`config.mk`:
```
export PLATFORM = sky130hd
export DESIGN_NAME = axi4_wr_deser_flat
export DESIGN_NICKNAME = d
export VERILOG_FILES = /design/src/rtl/axi4_pkg.sv /design/src/rtl/axi4_wr_deser_if.sv /design/src/rtl/axi4_beat_packer.sv /design/src/rtl/axi4_wr_deser.sv /design/src/flat_wrapper.sv
export SDC_FILE = /design/constraint.sdc
export NUM_CORES = 1
export LEC_CHECK = 0
export BUFFER_PORTS_ARGS = -buffer_cell sky130_fd_sc_hd__buf_2
export CORE_MARGIN = 2
export CORE_UTILIZATION = 50
export CTS_BUF_LIST = sky130_fd_sc_hd__clkbuf_4 sky130_fd_sc_hd__clkbuf_8 sky130_fd_sc_hd__clkbuf_16
export DETAILED_ROUTE_END_ITERATION = 8
export PLACE_DENSITY_LB_ADDON = 0.2
export SYNTH_ARGS = -nofsm -noshare
export SYNTH_HDL_FRONTEND = slang
export SYNTH_SLANG_ARGS = --single-unit
```
`constraint.sdc`:
```
create_clock -name clk -period 5.1 [get_ports clk]
set_input_delay 1.53 -clock clk [delete_from_list [all_inputs] [get_ports clk]]
set_output_delay 1.53 -clock clk [all_outputs]
set_load 0.01 [all_outputs]
```
`src/rtl/axi4_pkg.sv`:
```
// Shared types and constants for the AXI4 write deserialiser.
package axi4_pkg;

    typedef enum logic [1:0] {
        IDLE = 2'd0,
        DATA = 2'd1,
        RESP = 2'd2
    } wr_state_t;

    localparam int unsigned ADDR_A = 0;
    localparam int unsigned ADDR_B = 1;

    function automatic int unsigned beats(input int unsigned sz, input int unsigned dsz);
        return sz / dsz;
    endfunction

endpackage

```
`src/rtl/axi4_wr_deser_if.sv`:
```
// AW/W/B write channels plus the operand handshake towards the multiply core.
interface axi4_wr_deser_if #(
    parameter int unsigned SZ  = 32,
    parameter int unsigned DSZ = 8,
    parameter int unsigned ASZ = 2
);
    logic [ASZ-1:0] awaddr;
    logic           awvalid;
    logic           awready;
    logic [DSZ-1:0] wdata;
    logic           wvalid;
    logic           wready;
    logic           wlast;
    logic           bresp;
    logic           bvalid;
    logic           bready;
    logic [SZ-1:0]  op_a;
    logic [SZ-1:0]  op_b;
    logic           op_valid;
    logic           op_ready;

    modport slave (
        input  awaddr, awvalid, wdata, wvalid, wlast, bready, op_ready,
        output awready, wready, bresp, bvalid, op_a, op_b, op_valid
    );

    modport master (
        output awaddr, awvalid, wdata, wvalid, wlast, bready, op_ready,
        input  awready, wready, bresp, bvalid, op_a, op_b, op_valid
    );
endinterface

```
`src/rtl/axi4_beat_packer.sv`:
```
// Assembles DSZ-bit beats (LSB first) into an SZ-bit shadow register.
// full is set only when exactly SZ/DSZ beats arrived since the last clr.
module axi4_beat_packer
    import axi4_pkg::*;
#(
    parameter int unsigned SZ  = 32,
    parameter int unsigned DSZ = 8
) (
    input  logic           clk,
    input  logic           _rst,
    input  logic           clr,
    input  logic           en,
    input  logic [DSZ-1:0] din,
    output logic           full,
    output logic [SZ-1:0]  dout
);
    localparam int unsigned BEATS = beats(SZ, DSZ);
    localparam int unsigned IW    = $clog2(BEATS + 1);

    logic [IW-1:0] idx;
    logic          ovf;
    logic [SZ-1:0] shadow;

    always_ff @(posedge clk or posedge _rst) begin
        if (_rst) begin
            idx    <= '0;
            ovf    <= 1'b0;
            shadow <= '0;
        end else if (clr) begin
            idx <= '0;
            ovf <= 1'b0;
        end else if (en) begin
            // Beats past the register width are swallowed but poison the burst.
            if (idx == IW'(BEATS)) begin
                ovf <= 1'b1;
            end else begin
                for (int unsigned i = 0; i < BEATS; i++) begin
                    if (idx == IW'(i)) shadow[i*DSZ +: DSZ] <= din;
                end
                idx <= idx + IW'(1);
            end
        end
    end

    assign full = (idx == IW'(BEATS)) && !ovf;
    assign dout = shadow;

endmodule

```
`src/rtl/axi4_wr_deser.sv`:
```
// AXI4 write slave filling operand registers A/B for the multiply core.
// Optional W-stall timeout is enabled with the AXI4_WSTALL_TIMEOUT_EN macro.
module axi4_wr_deser
    import axi4_pkg::*;
#(
    parameter int unsigned SZ     = 32,
    parameter int unsigned DSZ    = 8,
    parameter int unsigned ASZ    = 2
`ifdef AXI4_WSTALL_TIMEOUT_EN
    ,
    parameter int unsigned TO_CYC = 16
`endif
) (
    input  logic             clk,
    input  logic             _rst,
    axi4_wr_deser_if.slave   bus
);
    localparam logic [1:0] ST_IDLE = IDLE;
    localparam logic [1:0] ST_DATA = DATA;
    localparam logic [1:0] ST_RESP = RESP;

    logic [1:0]     state;
    logic [ASZ-1:0] addr_q;
    logic           rst_done;
    logic           fa;
    logic           fb;
    logic           op_valid_q;
    logic [SZ-1:0]  op_a_q;
    logic [SZ-1:0]  op_b_q;
    logic [SZ-1:0]  shadow;
    logic           full;
    logic           tmo;
    logic           stall_hit;

    logic aw_rdy;
    logic w_rdy;
    logic b_vld;
    logic aw_hs;
    logic w_hs;
    logic b_hs;
    logic op_hs;
    logic is_a;
    logic mapped;
    logic ok;

    // rst_done keeps awready low while reset is asserted and for the release edge.
    assign aw_rdy = rst_done && (state == ST_IDLE) && !op_valid_q;
    assign w_rdy  = (state == ST_DATA);
    assign b_vld  = (state == ST_RESP);
    assign aw_hs  = aw_rdy && bus.awvalid;
    assign w_hs   = w_rdy && bus.wvalid;
    assign b_hs   = b_vld && bus.bready;
    assign op_hs  = op_valid_q && bus.op_ready;

    assign is_a   = (addr_q == ASZ'(ADDR_A));
    assign mapped = is_a || (addr_q == ASZ'(ADDR_B));
    assign ok     = full && mapped && !tmo;

    axi4_beat_packer #(
        .SZ  (SZ),
        .DSZ (DSZ)
    ) u_packer (
        .clk  (clk),
        ._rst (_rst),
        .clr  (aw_hs),
        .en   (w_hs),
        .din  (bus.wdata),
        .full (full),
        .dout (shadow)
    );

`ifdef AXI4_WSTALL_TIMEOUT_EN
    localparam int unsigned CW = $clog2(TO_CYC + 1);

    logic [CW-1:0] stall_cnt;

    assign stall_hit = (state == ST_DATA) && !bus.wvalid && (stall_cnt == CW'(TO_CYC - 1));

    always_ff @(posedge clk or posedge _rst) begin
        if (_rst) begin
            stall_cnt <= '0;
            tmo       <= 1'b0;
        end else if (aw_hs) begin
            stall_cnt <= '0;
            tmo       <= 1'b0;
        end else if (state == ST_DATA) begin
            if (bus.wvalid) begin
                stall_cnt <= '0;
            end else if (stall_hit) begin
                tmo <= 1'b1;
            end else begin
                stall_cnt <= stall_cnt + CW'(1);
            end
        end
    end
`else
    assign stall_hit = 1'b0;
    assign tmo       = 1'b0;
`endif

    always_ff @(posedge clk or posedge _rst) begin
        if (_rst) begin
            state    <= ST_IDLE;
            addr_q   <= '0;
            rst_done <= 1'b0;
        end else begin
            rst_done <= 1'b1;
            case (state)
                ST_IDLE: begin
                    if (aw_hs) begin
                        addr_q <= bus.awaddr;
                        state  <= ST_DATA;
                    end
                end
                ST_DATA: begin
                    if (w_hs && bus.wlast) state <= ST_RESP;
                    else if (stall_hit)    state <= ST_RESP;
                end
                ST_RESP: begin
                    if (b_hs) state <= ST_IDLE;
                end
                default: state <= ST_IDLE;
            endcase
        end
    end

    always_ff @(posedge clk or posedge _rst) begin
        if (_rst) begin
            op_a_q     <= '0;
            op_b_q     <= '0;
            fa         <= 1'b0;
            fb         <= 1'b0;
            op_valid_q <= 1'b0;
        end else if (b_hs && ok) begin
            // op_valid rises together with the flag that completes the pair.
            if (is_a) begin
                op_a_q     <= shadow;
                fa         <= 1'b1;
                op_valid_q <= fb;
            end else begin
                op_b_q     <= shadow;
                fb         <= 1'b1;
                op_valid_q <= fa;
            end
        end else if (op_hs) begin
            fa         <= 1'b0;
            fb         <= 1'b0;
            op_valid_q <= 1'b0;
        end
    end

    assign bus.awready  = aw_rdy;
    assign bus.wready   = w_rdy;
    assign bus.bvalid   = b_vld;
    assign bus.bresp    = b_vld && ok;
    assign bus.op_a     = op_a_q;
    assign bus.op_b     = op_b_q;
    assign bus.op_valid = op_valid_q;

endmodule

```
`src/flat_wrapper.sv`:
```
// flat-port wrapper written by rule: the top's interface ports become plain ports
module axi4_wr_deser_flat import axi4_pkg::*;
#(
    parameter int unsigned SZ     = 32,
    parameter int unsigned DSZ    = 8,
    parameter int unsigned ASZ    = 2

)
  (clk, _rst, bus_awaddr, bus_awvalid, bus_wdata, bus_wvalid, bus_wlast, bus_bready, bus_op_ready, bus_awready, bus_wready, bus_bresp, bus_bvalid, bus_op_a, bus_op_b, bus_op_valid);
  axi4_wr_deser_if #(.SZ(SZ), .DSZ(DSZ), .ASZ(ASZ)) bus_i ();
  input  logic clk;
  input  logic _rst;
  input wire logic [$bits(bus_i.awaddr)-1:0] bus_awaddr;
  input wire logic [$bits(bus_i.awvalid)-1:0] bus_awvalid;
  input wire logic [$bits(bus_i.wdata)-1:0] bus_wdata;
  input wire logic [$bits(bus_i.wvalid)-1:0] bus_wvalid;
  input wire logic [$bits(bus_i.wlast)-1:0] bus_wlast;
  input wire logic [$bits(bus_i.bready)-1:0] bus_bready;
  input wire logic [$bits(bus_i.op_ready)-1:0] bus_op_ready;
  output wire logic [$bits(bus_i.awready)-1:0] bus_awready;
  output wire logic [$bits(bus_i.wready)-1:0] bus_wready;
  output wire logic [$bits(bus_i.bresp)-1:0] bus_bresp;
  output wire logic [$bits(bus_i.bvalid)-1:0] bus_bvalid;
  output wire logic [$bits(bus_i.op_a)-1:0] bus_op_a;
  output wire logic [$bits(bus_i.op_b)-1:0] bus_op_b;
  output wire logic [$bits(bus_i.op_valid)-1:0] bus_op_valid;
  assign bus_i.awaddr = bus_awaddr;
  assign bus_i.awvalid = bus_awvalid;
  assign bus_i.wdata = bus_wdata;
  assign bus_i.wvalid = bus_wvalid;
  assign bus_i.wlast = bus_wlast;
  assign bus_i.bready = bus_bready;
  assign bus_i.op_ready = bus_op_ready;
  assign bus_awready = bus_i.awready;
  assign bus_wready = bus_i.wready;
  assign bus_bresp = bus_i.bresp;
  assign bus_bvalid = bus_i.bvalid;
  assign bus_op_a = bus_i.op_a;
  assign bus_op_b = bus_i.op_b;
  assign bus_op_valid = bus_i.op_valid;
  axi4_wr_deser #(.SZ(SZ), .DSZ(DSZ), .ASZ(ASZ)) u_core (.clk(clk), ._rst(_rst), .bus(bus_i));
endmodule
```
==> run_results.csv <==
group,metric,value,unit
worst_setup_path,cp.required,3570,ps
synth,avgSynthCellArea,15.7,µm²
pwr,ir_worst_vdd,0.176,mV
worst_setup_path,cp-startpoint,"u_core.u_packer.idx[0]$_DFFE_PP0P_",
detailed_routing,initialDrtViolationCount,97,
worst_setup_path,slowest_delay,450,ps
worst_setup_path,critPathSlowestCell,"dfrtp_1",
worst_setup_path,path_buf_inv,2,
detailed_routing,via_per_inst,5.23,
clock_network,postCtsSetupBuffers,0,
global_routing,grt_util_met2,0.291,
placed_design,place_congestion,0.704,
clock_network,hold_buffers,0,
worst_setup_path,path_delay_family,"simple AND/OR/NAND/NOR gates",
sta,tightest_slew,1140,ps
sta,final.setup.tns,0,ps
pwr,p_leak,2.77,nW
clock_network,cts_made_buffers,9,
floorplan,die_h,95.6,µm
global_routing,grt_max_degree,57,
final_layout,layout-drive-gt1-share,0.395,
final_layout,antennaDiodeCount,0,
pwr,total_power,0.00200,W
worst_setup_path,crit_fanout,6,
final_layout,fin_nets,380,
worst_setup_path,regToRegSetupSlack,2250,ps
final_layout,area_delta_synth_final,17.0,%
sta,maxSlewViolCount,0,
sta,hold_viol_final,0,
synth,ys_seq_area_frac,0.644,
global_routing,busiest_layer,"met2",
final_layout,final_common_cell,"dfrtp_1",
status,outcome,"complete, no violations",
worst_setup_path,reg2regPathDepth,5,
floorplan,row_count,33,
synth,synthCells,267,
sta,worst_slack,1830,ps
detailed_routing,first_pass_iters,4,
synth,synth_ff_type,"dfrtp_1",
clock_network,clock-sinks,108,
global_routing,grt_overflow,0,
synth,async_flop_share,1.00,
clock_network,insertion_delay,360,ps
final_layout,final_util,0.601,
pwr,cellPowerDensity,408,mW/mm²
sta,finClkSkew,9.58,ps
floorplan,die_x,95.6,µm
detailed_routing,wl,7780,µm
global_routing,met1_usage,0.268,
synth,netlist_area,0.00420,mm²
placed_design,place_worst_setup_slack,1680,ps
synth,yosysWarnings,0,
global_routing,antenna_found_initial,0,
worst_setup_path,cp.depth,5,
synth,synthDistinctLibCells,29,
hold_path,min_path_cells,1,
sta,fin_crit,3270,ps
final_layout,final_cell_mix,"108 x dfrtp_1, 85 x buf_2, 61 x mux2_1, 37 x mux2_2, 9 x clkbuf_8",
floorplan,pin_count,86,
worst_setup_path,startpoint_type,"flip-flop",
worst_setup_path,endpoint,"bus_bresp",
clock_network,cts_root_buffer,"clkbuf_8",
worst_setup_path,worstReg2RegEnd,"u_core.bus.op_a[22]$_DFFE_PP0P_",
worst_setup_path,reg2reg_from,"u_core.u_packer.idx[0]$_DFFE_PP0P_",
clock_network,cts_tree,"yes",
clock_network,cts_buffer_depth,2,
detailed_routing,drc,0,
worst_setup_path,end_kind,"output port",
global_routing,grt_pass1_wl,12700,µm
clock_network,clk_pin_slew,100,ps
placed_design,dp_hpwl,5460,µm
clock_network,cts.repair.resized,0,
worst_setup_path,worstPathCellList,"inv_1 -> ha_1 -> and4b_1 -> and2_1 -> buf_2",
floorplan,dieArea,0.00914,mm²
synth,synth_edf_count,0,
synth,syn_nets,289,
hold_path,worstHoldPathType,"reg -> reg",
worst_setup_path,worstSetupPathType,"reg -> out",
sta,relSlewSlack,0.235,
global_routing,grtUsageTotal,0.187,
floorplan,core_area,0.00818,mm²
sta,finalHoldWorstSlack,493,ps
placed_design,portBuffers,85,
sta,fmax,305,MHz
sta,setup_violations,0,
clock_network,htree_num_levels,3,
global_routing,grt_pass1_vias,2464,
worst_setup_path,arrival,1740,ps
detailed_routing,dr_total_vias,2443,
floorplan,initial_core_util,0.513,
global_routing,grtUsageMet3,0.0285,
detailed_routing,wire_per_inst,16.7,µm
detailed_routing,ant_nets,0,
sta,rsz0062_at_grt,"no",
sta,period_share,0.642,
synth,ys_ff_latch,108,
job,cap_violations,0,
[power by group]
group / switching (W) / internal, W / total (W)
sequential: 0.000136 / 0.00104 / 0.00117
clock: 0.000291 / 0.000181 / 0.000472
combinational: 0.000158 / 0.000201 / 0.000359
[final cells by class]
| type | instances | area (µm²) |
|---|---|---|
| clock buffer | 9 | 124 |
| clock inverter | 6 | 48.8 |
| fill | 681 | 3260 |
| inverter | 6 | 25.0 |
| multi-input combinational | 145 | 1430 |
| sequential | 108 | 2700 |
| tap | 105 | 131 |
| timing repair buffer | 88 | 448 |
[worst min path at each step]
stage	end	from
2_1_floorplan	u_core.u_packer.ovf$_DFFE_PP0P_	u_core.u_packer.ovf$_DFFE_PP0P_
3_3_place_gp	u_core.bus.op_b[14]$_DFFE_PP0P_	u_core.bus.op_b[14]$_DFFE_PP0P_
5_1_grt	u_core.bus.op_b[10]$_DFFE_PP0P_	u_core.bus.op_b[10]$_DFFE_PP0P_
3_5_place_dp	u_core.bus.op_b[21]$_DFFE_PP0P_	u_core.bus.op_b[21]$_DFFE_PP0P_
4_1_cts	u_core.bus.op_b[21]$_DFFE_PP0P_	u_core.bus.op_b[21]$_DFFE_PP0P_
6_report	u_core.bus.op_b[17]$_DFFE_PP0P_	u_core.bus.op_b[17]$_DFFE_PP0P_
[metal layers]
layer,vias to the layer above,wire [µm]
met5,-,0
met4,0,93
met3,8,284
met2,51,3730
met1,1258,3680
li1,1126,-
[stage by stage]
| step | instance area [µm²] | instances |
|---|---|---|
| 2_1_floorplan | 4200 | 267 |
| 5_1_grt | 4910 | 467 |
| 3_3_place_gp | 4740 | 452 |
| 3_5_place_dp | 4740 | 452 |
| 4_1_cts | 4910 | 467 |
| 6_report | 4910 | 467 |
[logic make-up after synthesis]
family | count (synthesis) | synth area share
DFF | 108 | 0.644
muxes | 100 | 0.268
adders and majority gates | 5 | 0.0149
other | 1 | 0.000893
AOI/OAI and AO/OA | 11 | 0.0164
buffers and inverters | 14 | 0.0149
and+or+nand+nor | 28 | 0.0414
[state kept, by name, indices dropped and copies added, names as in the netlist, 2 cells and up]
name                  flops
u_core.bus.op_a          32
u_core.u_packer.idx       3
u_core.u_packer.dout     32
u_core.state              2
u_core.addr_q             2
u_core.bus.op_b          32
[synthesized netlist by cell type (2+ instances only)]
cell type / n / area (µm²)
inv_1: 6 / 22.5
and2_1: 2 / 12.5
nor2b_1: 3 / 18.8
nand3_1: 2 / 10.0
a21oi_1: 4 / 20.0
a21o_1: 2 / 15.0
nand2b_1: 2 / 12.5
ha_1: 5 / 62.6
dfrtp_1: 108 / 2700
buf_2: 7 / 35.0
mux2_1: 61 / 687
o21ai_0: 2 / 10.0
mux2_2: 37 / 417
nand2_1: 8 / 30.0
mux2i_1: 2 / 20.0
nor2_1: 3 / 11.3
Note: power is estimated with default switching activity, not from simulation.
